$ cat config.mk
export PLATFORM = sky130hd
export DESIGN_NAME = fuzz_out_sig_monitor
export DESIGN_NICKNAME = d
export VERILOG_FILES = /design/src/rtl/fuzz_mon_pkg.sv /design/src/rtl/sig_fold_misr.sv /design/src/rtl/fuzz_out_sig_monitor.sv
export SDC_FILE = /design/constraint.sdc
export NUM_CORES = 1
export LEC_CHECK = 0
export BUFFER_PORTS_ARGS = -buffer_cell sky130_fd_sc_hd__buf_4
export CORE_MARGIN = 2
export CORE_UTILIZATION = 42
export DETAILED_ROUTE_END_ITERATION = 10
export GPL_TIMING_DRIVEN = 0
export PLACE_DENSITY = 0.8
export REMOVE_ABC_BUFFERS = 1
export SYNTH_ARGS = -nofsm -noshare
export SYNTH_HDL_FRONTEND = slang
export SYNTH_HIERARCHICAL = 1
export SYNTH_SLANG_ARGS = --single-unit
$ cat constraint.sdc
create_clock -name clk -period 5.3 [get_ports clk]
set_input_delay 0.53 -clock clk [delete_from_list [all_inputs] [get_ports clk]]
set_output_delay 0.53 -clock clk [all_outputs]
set_load 0.02 [all_outputs]
$ cat src/rtl/fuzz_mon_pkg.sv
// Shared types and constants for the fuzz output signature monitor.
// Holds the FSM state encoding, default MISR constants and readout word order.
package fuzz_mon_pkg;

    typedef enum logic [1:0] {
        IDLE    = 2'd0,
        CAPTURE = 2'd1,
        DRAIN   = 2'd2,
        DONE    = 2'd3
    } mon_state_e;

    localparam logic [31:0] DEF_POLY = 32'h04C11DB7;
    localparam logic [31:0] DEF_SEED = 32'hFFFFFFFF;

    localparam logic [1:0] WORD_CNT  = 2'd0;
    localparam logic [1:0] WORD_SIG  = 2'd1;
    localparam logic [1:0] WORD_MASK = 2'd2;
    localparam int         NWORDS    = 3;

endpackage

$ cat src/rtl/sig_fold_misr.sv
// XOR-folds a wide bus into SIG_W-bit chunks and computes the MISR next state.
// Purely combinational; the top chunk is zero-extended when OUT_W is not a multiple of SIG_W.
module sig_fold_misr #(
    parameter int               OUT_W = 330,
    parameter int               SIG_W = 32,
    parameter logic [SIG_W-1:0] POLY  = 32'h04C11DB7
) (
    input  logic [OUT_W-1:0] data_i,
    input  logic [SIG_W-1:0] sig_i,
    output logic [SIG_W-1:0] fold_o,
    output logic [SIG_W-1:0] sig_next_o
);
    localparam int NCH = (OUT_W + SIG_W - 1) / SIG_W;

    logic [NCH*SIG_W-1:0] padded;
    logic [SIG_W-1:0]     fold;

    always_comb begin
        padded              = '0;
        padded[OUT_W-1:0]   = data_i;
        fold                = '0;
        for (int k = 0; k < NCH; k++) begin
            fold = fold ^ padded[k*SIG_W +: SIG_W];
        end
    end

    assign fold_o     = fold;
    assign sig_next_o = {sig_i[SIG_W-2:0], 1'b0} ^ (sig_i[SIG_W-1] ? POLY : '0) ^ fold;

endmodule

$ cat src/rtl/fuzz_out_sig_monitor.sv
// Compacts sampled DUT outputs into a MISR signature, sample count and activity mask,
// then drains {cnt, sig, mask} over a registered valid/ready word stream.
module fuzz_out_sig_monitor
    import fuzz_mon_pkg::*;
#(
    parameter int               OUT_W       = 330,
    parameter int               SIG_W       = 32,
    parameter logic [SIG_W-1:0] POLY        = DEF_POLY,
    parameter logic [SIG_W-1:0] SEED        = DEF_SEED,
    parameter int               MAX_SAMPLES = 0
) (
    input  logic             clk,
    input  logic             rst_n,
    input  logic             start,
    input  logic             stop,
    input  logic             sample_en,
    input  logic [OUT_W-1:0] data_in,
    output logic             rd_valid,
    input  logic             rd_ready,
    output logic [SIG_W-1:0] rd_data,
    output logic             rd_last,
    output logic             busy,
    output logic             done
);
    localparam logic [1:0] LAST_WORD = 2'(NWORDS - 1);

    mon_state_e       state_q, state_d;
    logic [SIG_W-1:0] sig_q, sig_d;
    logic [SIG_W-1:0] cnt_q, cnt_d;
    logic [SIG_W-1:0] mask_q, mask_d;
    logic [1:0]       widx_q, widx_d;
    logic             rd_valid_q, rd_valid_d;
    logic [SIG_W-1:0] rd_data_q, rd_data_d;
    logic             rd_last_q, rd_last_d;
    logic [SIG_W-1:0] fold;
    logic [SIG_W-1:0] sig_next;

    sig_fold_misr #(
        .OUT_W (OUT_W),
        .SIG_W (SIG_W),
        .POLY  (POLY)
    ) u_fold (
        .data_i     (data_in),
        .sig_i      (sig_q),
        .fold_o     (fold),
        .sig_next_o (sig_next)
    );

    always_comb begin
        state_d    = state_q;
        sig_d      = sig_q;
        cnt_d      = cnt_q;
        mask_d     = mask_q;
        widx_d     = widx_q;
        rd_valid_d = rd_valid_q;
        rd_data_d  = rd_data_q;
        rd_last_d  = rd_last_q;
        unique case (state_q)
            IDLE, DONE: begin
                if (start) begin
                    state_d = CAPTURE;
                    sig_d   = SEED;
                    cnt_d   = '0;
                    mask_d  = '0;
                end
            end
            CAPTURE: begin
                if (sample_en) begin
                    sig_d  = sig_next;
                    cnt_d  = (cnt_q == '1) ? cnt_q : cnt_q + SIG_W'(1);
                    mask_d = mask_q | fold;
                end
                // A sample coinciding with stop is folded in, so word0 must use cnt_d.
                if (stop || (sample_en && (MAX_SAMPLES != 0) && (cnt_d == SIG_W'(MAX_SAMPLES)))) begin
                    state_d    = DRAIN;
                    widx_d     = WORD_CNT;
                    rd_valid_d = 1'b1;
                    rd_data_d  = cnt_d;
                    rd_last_d  = 1'b0;
                end
            end
            DRAIN: begin
                if (rd_ready) begin
                    if (widx_q == LAST_WORD) begin
                        state_d    = DONE;
                        rd_valid_d = 1'b0;
                        rd_last_d  = 1'b0;
                    end else begin
                        widx_d    = widx_q + 2'd1;
                        rd_data_d = (widx_q == WORD_CNT) ? sig_q : mask_q;
                        rd_last_d = (widx_q + 2'd1 == LAST_WORD);
                    end
                end
            end
            default: state_d = IDLE;
        endcase
    end

    always_ff @(posedge clk or negedge rst_n) begin
        if (!rst_n) begin
            state_q    <= IDLE;
            sig_q      <= SEED;
            cnt_q      <= '0;
            mask_q     <= '0;
            widx_q     <= WORD_CNT;
            rd_valid_q <= 1'b0;
            rd_data_q  <= '0;
            rd_last_q  <= 1'b0;
        end else begin
            state_q    <= state_d;
            sig_q      <= sig_d;
            cnt_q      <= cnt_d;
            mask_q     <= mask_d;
            widx_q     <= widx_d;
            rd_valid_q <= rd_valid_d;
            rd_data_q  <= rd_data_d;
            rd_last_q  <= rd_last_d;
        end
    end

    assign rd_valid = rd_valid_q;
    assign rd_data  = rd_data_q;
    assign rd_last  = rd_last_q;
    assign busy     = (state_q == CAPTURE) || (state_q == DRAIN);
    assign done     = (state_q == DONE);

endmodule
== Yosys cells after proc, flatten, opt, wreduce, memory -nomap -nowiden ==
Cells that the tools add are included.

* Word-level logic and storage cells: 79
* Bits of input ports: 336
* Output and inout port bits: 36
* Flip-flop bits (word level): 134

* $add $sub $neg: 2
* Mux-type cells: 32
* Reduce and logical (&&, ||, !) cells: 12
* Bitwise logic cells: 13
* Equal/unequal tests: 12

{| class="wikitable"
|+ Operators with widths
! operator !! number
|-
| bitwise XOR 32 bit || 11
|-
| two-way mux 32 bit || 10
|-
| one-hot mux 32 bit (2 select lines) || 4
|-
| adder 32 x 1 -> 32 bit (second input constant) || 1
|-
| equality test 32 bit (second input constant) || 1
|-
| bitwise OR 32 bit || 1
|-
| bitwise XOR 32 x 10 -> 32 bit || 1
|-
| two-way mux 27 bit || 1
|-
| two-way mux 2 bit || 7
|-
| != test 2 bit (second input constant) || 6
|-
| AND reduction 4 bit || 3
|-
| equality test 2 bit (second input constant) || 4
|-
| two-way mux 1 bit || 6
|-
| one-hot mux 2 bit (3 select lines) || 1
|-
| AND reduction 3 bit || 2
|-
| logical NOT 2 bit || 2
|-
| one-hot mux 1 bit (2 select lines) || 2
|-
| one-hot mux 2 bit (2 select lines) || 1
|-
| nonzero test 2 bit || 2
|-
| adder 2 x 1 -> 2 bit (second input constant) || 1
|-
| equality test 2 x 1 -> 1 bit (second input constant) || 1
|-
| AND reduction 2 bit || 1
|-
| OR reduction 2 bit || 1
|-
| logical OR 1 bit || 1
|}

== Logic depth before layout (Yosys ltp) ==
Gate-level depths: netlist of run 1.

* Depth in word-level cells: 13
* Gate-level depth with buffers: 9

== Hierarchy ==
The synthesis of run 1 kept the hierarchy.

{| class="wikitable"
|+ By module, submodules not included
! module !! instances !! sequential area each (um^2) !! area each (um^2) !! cells each
|-
| fuzz_out_sig_monitor || 1 || 3393.3 || 7041.8 || 734
|-
| sig_fold_misr || 1 || 0.0 || 3363.2 || 350
|}

== Worst setup path after synthesis of run 1 ==
No wires, ideal clock.

* Path type: reg2reg
* From: register cnt_q[0]
* To: register rd_data_q[27] (netlist: rd_data[27])
* Path slack: 2929 ps
* Data required time: 5169 ps
* Clock period less this slack: 2371 ps
* Data arrival time: 2240 ps
* Library setup time: 131 ps
* Stages on the path, launching flop included: 8
* Buffers on the path: 0
* Cells stage by stage: dfrtp_1 -> ha_1 -> nand4_4 -> or4_4 -> o2111a_1 -> and4_1 -> o31ai_1 -> o21ai_1

* Word-level cells in the longest chain between the ends: 5
* Elaborated cells on any way between the ends: 6
* Those cells by class: add/sub (1); eq/ne (1); mux (4)

{| class="wikitable"
|+ Ends and longest elaborated chain
! item !! RTL line !! text
|-
| start: declaration || fuzz_out_sig_monitor.sv:29 || <nowiki>logic [SIG_W-1:0] cnt_q, cnt_d;</nowiki>
|-
| start signal: assignment || fuzz_out_sig_monitor.sv:112 || <nowiki>cnt_q <= cnt_d;</nowiki>
|-
| adder 32 x 1 -> 32 bit or equality test 32 bit (tied branches) || fuzz_out_sig_monitor.sv:70 || <nowiki>cnt_d = (cnt_q == '1) ? cnt_q : cnt_q + SIG_W'(1);</nowiki>
|-
| two-way mux 32 bit (*) || fuzz_out_sig_monitor.sv:70 ||
|-
| two-way mux 32 bit (*) || fuzz_out_sig_monitor.sv:68 || <nowiki>if (sample_en) begin</nowiki>
|-
| two-way mux 32 bit (*) || fuzz_out_sig_monitor.sv:74 || <nowiki>if (stop || (sample_en && (MAX_SAMPLES != 0) && (cnt_d == SIG_W'(MAX_SAMPLES)))) begin</nowiki>
|-
| one-hot mux 32 bit (2 select lines) (*) || fuzz_out_sig_monitor.sv:58 || <nowiki>unique case (state_q)</nowiki>
|-
| end signal: assignment || fuzz_out_sig_monitor.sv:116 || <nowiki>rd_data_q <= rd_data_d;</nowiki>
|-
| end: declaration || fuzz_out_sig_monitor.sv:33 || <nowiki>logic [SIG_W-1:0] rd_data_q, rd_data_d;</nowiki>
|}

Mark *: on every way between the ends. The rest lies on a longest branch, timed or not. The select of a mux whose other input is x is not followed.
A chain may end at the register's enable or synchronous reset.

== Worst setup path in the final report of run 1 ==
* From: register state_q[0]
* To: register rd_data_q[11] (netlist: rd_data[11])

* Word-level cells in the longest chain between the ends: 3
* Elaborated cells on any way between the ends: 8
* Those cells by class: eq/ne (5); mux (1); reduce/logical (2)

{| class="wikitable"
|+ Ends and longest elaborated chain
! item !! RTL line !! text
|-
| start: declaration || fuzz_out_sig_monitor.sv:27 || <nowiki>mon_state_e state_q, state_d;</nowiki>
|-
| start signal: assignment || fuzz_out_sig_monitor.sv:110 || <nowiki>state_q <= state_d;</nowiki>
|-
| equality test 2 bit or equality test 2 x 1 -> 1 bit (tied branches) || fuzz_out_sig_monitor.sv:58 ||
|-
| != test 2 bit (no source line) or nonzero test 2 bit (tied branches) || - ||
|-
| AND reduction 4 bit (no source line) || - ||
|}

Several ways; a longest one is shown, not always the timed one.

==> results of run 1 <==
## stage by stage
step	cells	total power, mW	cell area [sq um]	utilization [%]	worst slack [ps]
finish	1759	6.069	14150	58.19	1097
CTS	1759	6.093	14150	58.18	1287
detailed placement	1727	4.796	13520	55.57	1335
floorplan	1027	3.580	10170	-	2444
global placement	1722	4.597	13360	54.93	821.3
global route	1759	6.443	14150	58.19	1054
## kinds of logic after synthesis
group / after synthesis / share of synthesized area (%)
AO/OA/AOI/OAI: 248 / 15.58
XOR/XNOR: 361 / 33.32
adder cells (fa/ha/maj): 8 / 0.9620
buffers and inverters: 70 / 2.754
flip-flops: 134 / 32.61
multiplexers: 39 / 3.836
AND/OR/NAND/NOR: 224 / 10.93
## final timing paths
check	start	end	slack (ps)	depth (start not counted)
max in group asynchronous	rst_n	sig_q[20]$_DFFE_PN1P_	4400	2
worst max-delay path	state_q[0]$_DFFE_PN0P_	rd_data[11]$_DFFE_PN0P_	1100	7
worst min register to register	rd_data[16]$_DFFE_PN0P_	rd_data[16]$_DFFE_PN0P_	470	2
worst max register to register	state_q[0]$_DFFE_PN0P_	rd_data[11]$_DFFE_PN0P_	1100	7
worst min-delay path	rst_n	mask_q[0]$_DFFE_PN0P_	100	1
min in group clk	start	state_q[1]$_DFFE_PN0P_	430	3
## routing by layer
metal	wire length (um)	track usage, %	vias up
li1	-	-	4455
met1	11350	25.73	4476
met4	538	5.398	0
met5	0	0	-
met2	16340	44.93	384
met3	2227	4.854	34
## report_power, final
| group | internal, mW | leakage, nW | switching (mW) | total (mW) |
|---|---|---|---|---|
| clock | 0.815 | 0.308 | 0.455 | 1.27 |
| combinational | 1.44 | 4.18 | 1.80 | 3.24 |
| sequential | 1.35 | 1.70 | 0.206 | 1.56 |
## state kept, by name, summed over array words and instances (netlist names)
| signal | cells |
|---|---|
| widx_q | 2 |
| cnt_q | 32 |
| rd_valid | 1 |
| sig_q | 32 |
| rd_last | 1 |
| state_q | 2 |
| rd_data | 32 |
| mask_q | 32 |
## layout make-up
class	instances	area, sq um	share of cell area (%)
multi-input cells	880	6764	47.80
flip-flops and latches	134	3393	23.98
repair buffers	376	2907	20.54
clock buffers	21	460.4	3.254
well taps	324	405.4	2.865
clock inverters	11	172.7	1.220
inverters	13	48.80	0.3448
## placed cells by master (no fill, tap or decap), types with 4 or more instances in the layout
| cell type | count |
|---|---|
| sky130_fd_sc_hd__nand3_1 | 17 |
| sky130_fd_sc_hd__ha_1 | 6 |
| sky130_fd_sc_hd__buf_4 | 370 |
| sky130_fd_sc_hd__xnor3_1 | 14 |
| sky130_fd_sc_hd__nor2_1 | 59 |
| sky130_fd_sc_hd__and2_1 | 6 |
| sky130_fd_sc_hd__o21a_1 | 4 |
| sky130_fd_sc_hd__nand4_1 | 16 |
| sky130_fd_sc_hd__bufinv_16 | 4 |
| sky130_fd_sc_hd__a211oi_1 | 5 |
| sky130_fd_sc_hd__xnor2_1 | 281 |
| sky130_fd_sc_hd__and4_1 | 7 |
| sky130_fd_sc_hd__mux2_2 | 7 |
| sky130_fd_sc_hd__xnor2_2 | 15 |
| sky130_fd_sc_hd__o31ai_1 | 9 |
| sky130_fd_sc_hd__o21ai_1 | 5 |
| sky130_fd_sc_hd__a21o_1 | 4 |
| sky130_fd_sc_hd__nand2_1 | 59 |
| sky130_fd_sc_hd__dfstp_2 | 32 |
| sky130_fd_sc_hd__o21ai_0 | 63 |
| sky130_fd_sc_hd__and3_1 | 8 |
| sky130_fd_sc_hd__nor3_1 | 22 |
| sky130_fd_sc_hd__inv_1 | 13 |
| sky130_fd_sc_hd__a31oi_1 | 17 |
| sky130_fd_sc_hd__o22a_1 | 32 |
| sky130_fd_sc_hd__or3_1 | 4 |
| sky130_fd_sc_hd__mux2i_1 | 31 |
| sky130_fd_sc_hd__dfrtp_1 | 102 |
| sky130_fd_sc_hd__clkbuf_16 | 17 |
| sky130_fd_sc_hd__nor4_1 | 8 |
| sky130_fd_sc_hd__nand2b_1 | 4 |
| sky130_fd_sc_hd__xor2_1 | 51 |
| sky130_fd_sc_hd__a22o_1 | 6 |
| sky130_fd_sc_hd__a21oi_1 | 74 |
## worst max-delay path, cell delays in order (launching register included)
cell and delay, ps:
sky130_fd_sc_hd__dfrtp_1 410, sky130_fd_sc_hd__inv_1 100, sky130_fd_sc_hd__ha_2 800, sky130_fd_sc_hd__o21ai_0 450, sky130_fd_sc_hd__a21oi_1 1090, sky130_fd_sc_hd__nand2_1 700
sky130_fd_sc_hd__a211oi_1 440, sky130_fd_sc_hd__a211o_1 140
==> impl_metrics.sql, run 1 <==
INSERT INTO impl_metrics (metric_group, metric, value, unit) VALUES
('grt', 'grt_overflow_total', '0', ''),
('timing', 'final-max-slew-violation-count', '0', ''),
('worst_setup_path', 'critPathMaxFanout', '42', ''),
('timing', 'normalized_max_slew_margin', '14.26', '%'),
('worst_setup_path', 'critPathArrivalTime', '4560', 'ps'),
('final_layout', 'drive_gt1_share', '33.66', '%'),
('detailed_routing', 'drt.antenna.violating_nets', '0', ''),
('grt', 'antenna_found_initial', '0', ''),
('die', 'top_level_ports', '372', ''),
('worst_setup_path', 'worst_setup_path_start_kind', 'flop', ''),
('worst_setup_path', 'critical_path_required', '5660', 'ps'),
('grt', 'grt_start_max_net_pins', '69', ''),
('final_layout', 'areaGrowthSynthToFinish', '36.00', '%'),
('die', 'fp-row-count', '57', ''),
('timing', 'max_clk_rate', '237.9', 'MHz'),
('die', 'die_w', '161.4', 'um'),
('detailed_routing', 'routed-via-count', '9349', ''),
('detailed_routing', 'drt_pass1_iterations', '5', ''),
('detailed_routing', 'detail_route.iter0.violations', '391', ''),
('detailed_routing', 'via_per_inst', '5.315', ''),
('timing', 'fin_hold_ws', '95.94', 'ps'),
('final_layout', 'num-nets-final', '1766', ''),
('pwr', 'worst_case_vdd_ir_drop', '0.2840', 'mV'),
('clocking', 'clock_tree.buffer_depth', '2', ''),
('logic_synthesis', 'synth.most_common_cell', 'sky130_fd_sc_hd__xnor2_1', ''),
('grt', 'grt_pass1_wl', '48200', 'um'),
('timing', 'timing_hold_violations_final', '0', ''),
('logic_synthesis', 'synthFlopType', 'sky130_fd_sc_hd__dfrtp_1', ''),
('logic_synthesis', 'yosysUniqueCellTypes', '63', ''),
('detailed_routing', 'avgRoutedWirePerCell', '17.32', 'um'),
('clocking', 'path_clk_slew', '60', 'ps'),
('hold_path', 'min_path_type', 'in -> async', ''),
('timing', 'setup_tns_final', '0', 'ps'),
('logic_synthesis', 'post_synth_inst_count', '1084', ''),
('run_status', 'outcome', 'completed', ''),
('timing', 'worst_tran_pin_value', '1286', 'ps'),
('timing', 'timing.final.crit_share', '79.30', '%'),
('timing', 'finalWorstPathRequiredPeriod', '4203', 'ps'),
('placed_design', 'routability_driven_placement_congestion_ratio', '0.9143', ''),
('pwr', 'power.leakage', '6.197', 'nW'),
('grt', 'grt.total_usage', '23.19', '%'),
('logic_synthesis', 'postSynthRegisterBits', '134', ''),
('logic_synthesis', 'post_synthesis_sequential_area_ratio', '32.61', '%'),
('clocking', 'clock-sinks', '134', ''),
('clocking', 'htree_num_levels', '4', ''),
('detailed_routing', 'remaining_drc_errors', '0', ''),
('pwr', 'power_per_cell_area', '428.8', 'nW/um^2'),
('clocking', 'post-cts-setup-buffers', '0', ''),
('final_layout', 'antenna_diodes', '0', ''),
('clocking', 'cts_hold_buffers', '0', ''),
('die', 'initial_utilization', '42.78', '%'),
('clocking', 'num_cts_buffers', '17', ''),
('die', 'coreArea', '24320', 'sq um'),
('placed_design', 'io_buffer_count', '371', ''),
('die', 'y_dimension_of_the_die', '161.4', 'um'),
('placed_design', 'detailedPlacementHpwl', '22890', 'um'),
('die', 'fp.dieArea', '26050', 'sq um'),
('job', 'cap_viol_max_count', '0', ''),
('logic_synthesis', 'synth.largest_area_cell', 'sky130_fd_sc_hd__dfrtp_1', ''),
('worst_setup_path', 'endpoint_kind', 'flop', ''),
('timing', 'rsz_0062_raised_after_global_routing', 'false', ''),
('clocking', 'worst_skew_pair.late_latency', '420', 'ps'),
('logic_synthesis', 'post-synth-top-area-fraction', '24.53', '%'),
('logic_synthesis', 'post_synth.cell_area_avg', '9.599', 'sq um'),
('timing', 'setup_viol', '0', ''),
('logic_synthesis', 'synthesis.area', '10400', 'sq um'),
('logic_synthesis', 'synth_area_leaders', 'sky130_fd_sc_hd__dfrtp_1 (25%), sky130_fd_sc_hd__xnor2_1 (24%), sky130_fd_sc_hd__dfstp_2 (8.1%)', ''),
('final_layout', 'n_fill_cell', '2136', ''),
('detailed_routing', 'drt-total-wl', '30460', 'um'),
('grt', 'first_global_vias', '9642', ''),
('clocking', 'clk_root_buffer_cell', 'sky130_fd_sc_hd__clkbuf_16', ''),
('timing', 'fin_skew', '12.79', 'ps'),
('worst_setup_path', 'critical_path_class', 'reg -> reg', ''),
('logic_synthesis', 'synth_edf_count', '0', ''),
('clocking', 'clock_tree_from_tritoncts', 'yes', ''),
('logic_synthesis', 'netlist_top_cells_count', 'sky130_fd_sc_hd__xnor2_1 (281), sky130_fd_sc_hd__dfrtp_1 (102), sky130_fd_sc_hd__a21oi_1 (75)', ''),
('clocking', 'cts.repair.resized', '0', ''),
('logic_synthesis', 'synth_async_sr_flop_share', '100.0', '%'),
('logic_synthesis', 'yosysWarningCount', '6', '');
Power figures use the tool's default switching activity.
==> run 2: changes to the inputs <==
Settings changed: PLACE_DENSITY 0.8 to 0.83.
Clock period 5.3 ns to 3.75 ns, I/O delays scaled along.
==> impl_metrics.sql, run 2 (same netlist as run 1, synthesis figures left out) <==
INSERT INTO impl_metrics (metric_group, metric, value, unit) VALUES
('run_status', 'outcome', 'completed', ''),
('final_layout', 'drive_gt1_share', '33.64', '%'),
('clocking', 'post-cts-setup-buffers', '0', ''),
('worst_setup_path', 'setup.reg_to_reg.worst_slack', '140', 'ps'),
('grt', 'grt_overflow_total', '0', ''),
('hold_path', 'min_path_type', 'in -> reg', ''),
('timing', 'setup_viol', '0', ''),
('timing', 'rsz_0062_raised_after_global_routing', 'false', ''),
('worst_setup_path', 'critical_path.n_buffers_inverters', '1', ''),
('pwr', 'power.leakage', '6.190', 'nW'),
('grt', 'first_global_vias', '9590', ''),
('timing', 'fin_hold_ws', '260.4', 'ps'),
('worst_setup_path', 'critPathMaxFanout', '42', ''),
('worst_setup_path', 'critPathArrivalTime', '3980', 'ps'),
('die', 'fp-row-count', '57', ''),
('placed_design', 'routability_driven_placement_congestion_ratio', '0.9026', ''),
('detailed_routing', 'via_per_inst', '5.318', ''),
('pwr', 'finalPower', '8.461', 'mW'),
('grt', 'grt.total_usage', '22.66', '%'),
('timing', 'final-max-slew-violation-count', '0', ''),
('hold_path', 'hold_path.startpoint', 'start', ''),
('pwr', 'worst_case_vdd_ir_drop', '0.4836', 'mV'),
('clocking', 'clk_root_buffer_cell', 'sky130_fd_sc_hd__clkbuf_16', ''),
('job', 'cap_viol_max_count', '0', ''),
('placed_design', 'dp.cells', '1727', ''),
('detailed_routing', 'drt_pass1_iterations', '5', ''),
('clocking', 'worst_skew_pair.late_latency', '430', 'ps'),
('die', 'coreArea', '24320', 'sq um'),
('placed_design', 'io_buffer_count', '371', ''),
('die', 'top_level_ports', '372', ''),
('worst_setup_path', 'critical_path.cell_chain', 'inv_1 -> ha_2 -> o21ai_0 -> a21oi_2 -> nand2_1 -> a211oi_1 -> a211o_1', ''),
('clocking', 'num_cts_buffers', '17', ''),
('timing', 'timing_hold_violations_final', '0', ''),
('worst_setup_path', 'worst_setup_path_start_kind', 'flop', ''),
('detailed_routing', 'drt-total-wl', '29620', 'um'),
('detailed_routing', 'avgRoutedWirePerCell', '16.83', 'um'),
('timing', 'finalWorstPathRequiredPeriod', '3606', 'ps'),
('timing', 'worst_tran_pin_value', '1252', 'ps'),
('clocking', 'clock_tree.buffer_depth', '2', ''),
('timing', 'fin_ws', '143.9', 'ps'),
('clocking', 'htree_num_levels', '4', ''),
('worst_setup_path', 'reg2reg_to', 'rd_data[11]$_DFFE_PN0P_', ''),
('detailed_routing', 'drt.antenna.violating_nets', '0', ''),
('clocking', 'path_clk_slew', '60', 'ps'),
('grt', 'grt_start_max_net_pins', '78', ''),
('grt', 'antenna_found_initial', '0', ''),
('final_layout', 'num-nets-final', '1767', ''),
('final_layout', 'antenna_diodes', '0', ''),
('worst_setup_path', 'critical_path_required', '4120', 'ps'),
('final_layout', 'final-instance-count-excl-fill', '1760', ''),
('final_layout', 'final_cell_mix', 'sky130_fd_sc_hd__buf_4 (370), sky130_fd_sc_hd__xnor2_1 (281), sky130_fd_sc_hd__dfrtp_1 (102)', ''),
('worst_setup_path', 'critical_path_class', 'reg -> reg', ''),
('timing', 'normalized_max_slew_margin', '16.13', '%'),
('worst_setup_path', 'cpMaxStageDelayCell', 'sky130_fd_sc_hd__ha_2', ''),
('final_layout', 'areaGrowthSynthToFinish', '35.81', '%'),
('grt', 'grt_pass1_wl', '47180', 'um'),
('hold_path', 'hold-path-cell-count', '3', ''),
('detailed_routing', 'remaining_drc_errors', '0', ''),
('worst_setup_path', 'worst_path_dominant_cell_family', 'compound AO/OA/AOI/OAI gates', ''),
('die', 'y_dimension_of_the_die', '161.4', 'um'),
('die', 'fp.dieArea', '26050', 'sq um'),
('placed_design', 'place_ws', '-80.07', 'ps'),
('worst_setup_path', 'rr_startpoint', 'state_q[0]$_DFFE_PN0P_', ''),
('die', 'initial_utilization', '42.78', '%'),
('clocking', 'clock_tree_from_tritoncts', 'yes', ''),
('hold_path', 'hold-path-endpoint', 'state_q[1]$_DFFE_PN0P_', ''),
('final_layout', 'final_core_utilization', '58.11', '%'),
('timing', 'max_clk_rate', '277.3', 'MHz'),
('die', 'die_w', '161.4', 'um'),
('worst_setup_path', 'timing.critical_path.slowest_cell_delay', '780', 'ps'),
('timing', 'timing.final.crit_share', '96.16', '%'),
('placed_design', 'detailedPlacementHpwl', '22160', 'um'),
('final_layout', 'mostFrequentLayoutCell', 'sky130_fd_sc_hd__buf_4', ''),
('detailed_routing', 'routed-via-count', '9359', ''),
('worst_setup_path', 'reg2regPathDepth', '7', ''),
('worst_setup_path', 'endpoint_kind', 'flop', ''),
('timing', 'fin_skew', '5.655', 'ps'),
('pwr', 'power_per_cell_area', '598.7', 'nW/um^2'),
('clocking', 'clock-sinks', '134', ''),
('detailed_routing', 'detail_route.iter0.violations', '613', '');
==> run 2: changes by cell type in the layout (fill, tap and decap cells not counted) <==
cell | previous run | this run
sky130_fd_sc_hd__clkinv_2 | 2 | 6
sky130_fd_sc_hd__clkinv_4 | 2 | 0
sky130_fd_sc_hd__inv_6 | 2 | 0
sky130_fd_sc_hd__a21oi_1 | 74 | 73
sky130_fd_sc_hd__a21oi_2 | 0 | 1
sky130_fd_sc_hd__buf_12 | 1 | 0
sky130_fd_sc_hd__buf_16 | 3 | 4
sky130_fd_sc_hd__bufinv_16 | 4 | 3
sky130_fd_sc_hd__clkbuf_1 | 2 | 3
sky130_fd_sc_hd__dlygate4sd3_1 | 0 | 1
==> run 2: power breakdown <==
group	leakage [nW]	switching [mW]	internal [mW]	total, mW
Combinational	4.19	2.51	2.04	4.55
Clock	0.293	0.629	1.07	1.70
Sequential	1.70	0.294	1.92	2.21
==> run 2: worst register-to-register path: stages (launching register included) <==
cell and delay [ps]:
sky130_fd_sc_hd__dfrtp_1 420, sky130_fd_sc_hd__inv_1 100, sky130_fd_sc_hd__ha_2 780, sky130_fd_sc_hd__o21ai_0 400, sky130_fd_sc_hd__a21oi_2 660, sky130_fd_sc_hd__nand2_1 560, sky130_fd_sc_hd__a211oi_1 470, sky130_fd_sc_hd__a211o_1 150
==> run 2: per-layer routing <==
metal,up-vias,wire [um],global-route usage [%]
met3,34,2352,4.854
met2,400,15700,42.21
met4,0,453,7.062
met5,-,0,0
met1,4460,11120,25.78
li1,4465,-,-
==> run 2: timing repair <==
action | 4_1_cts | 5_1_grt
hold buffers | 1 | 0
hold endpoints to repair | 44 | 0
setup endpoints to repair | 1 | 0
resized for setup | 1 | 0
==> run 2: cell type report <==
class                      count  area [sq um]
fill                        2063         10190
clock buffer                  22         464.2
inverter                      13         48.80
timing repair buffer         377          2924
clock inverter                10         127.6
tap                          324         405.4
multi-input combinational    880          6768
sequential                   134          3393
==> run 2: worst max path at each step <==
stage                      startpoint                      end  slack (ps)  cells after the start
2_1_floorplan  state_q[0]$_DFFE_PN0P_     rd_valid$_DFFE_PN0P_         890                      7
3_3_place_gp   state_q[0]$_DFFE_PN0P_  rd_data[11]$_DFFE_PN0P_        -630                      7
3_5_place_dp   state_q[0]$_DFFE_PN0P_  rd_data[11]$_DFFE_PN0P_         -80                      7
4_1_cts        state_q[0]$_DFFE_PN0P_     sig_q[2]$_DFFE_PN1P_         110                      6
5_1_grt        state_q[0]$_DFFE_PN0P_  rd_data[11]$_DFFE_PN0P_          80                      7
6_report       state_q[0]$_DFFE_PN0P_  rd_data[11]$_DFFE_PN0P_         140                      7
==> run 2: per-stage QoR <==
step | instance area (sq um) | setup TNS, ps
final | 14130 | 0
after global routing | 14130 | 0
after CTS | 14130 | 0
after detailed placement | 13520 | -80.07
after global placement | 13360 | -23900
after floorplan | 10170 | 0
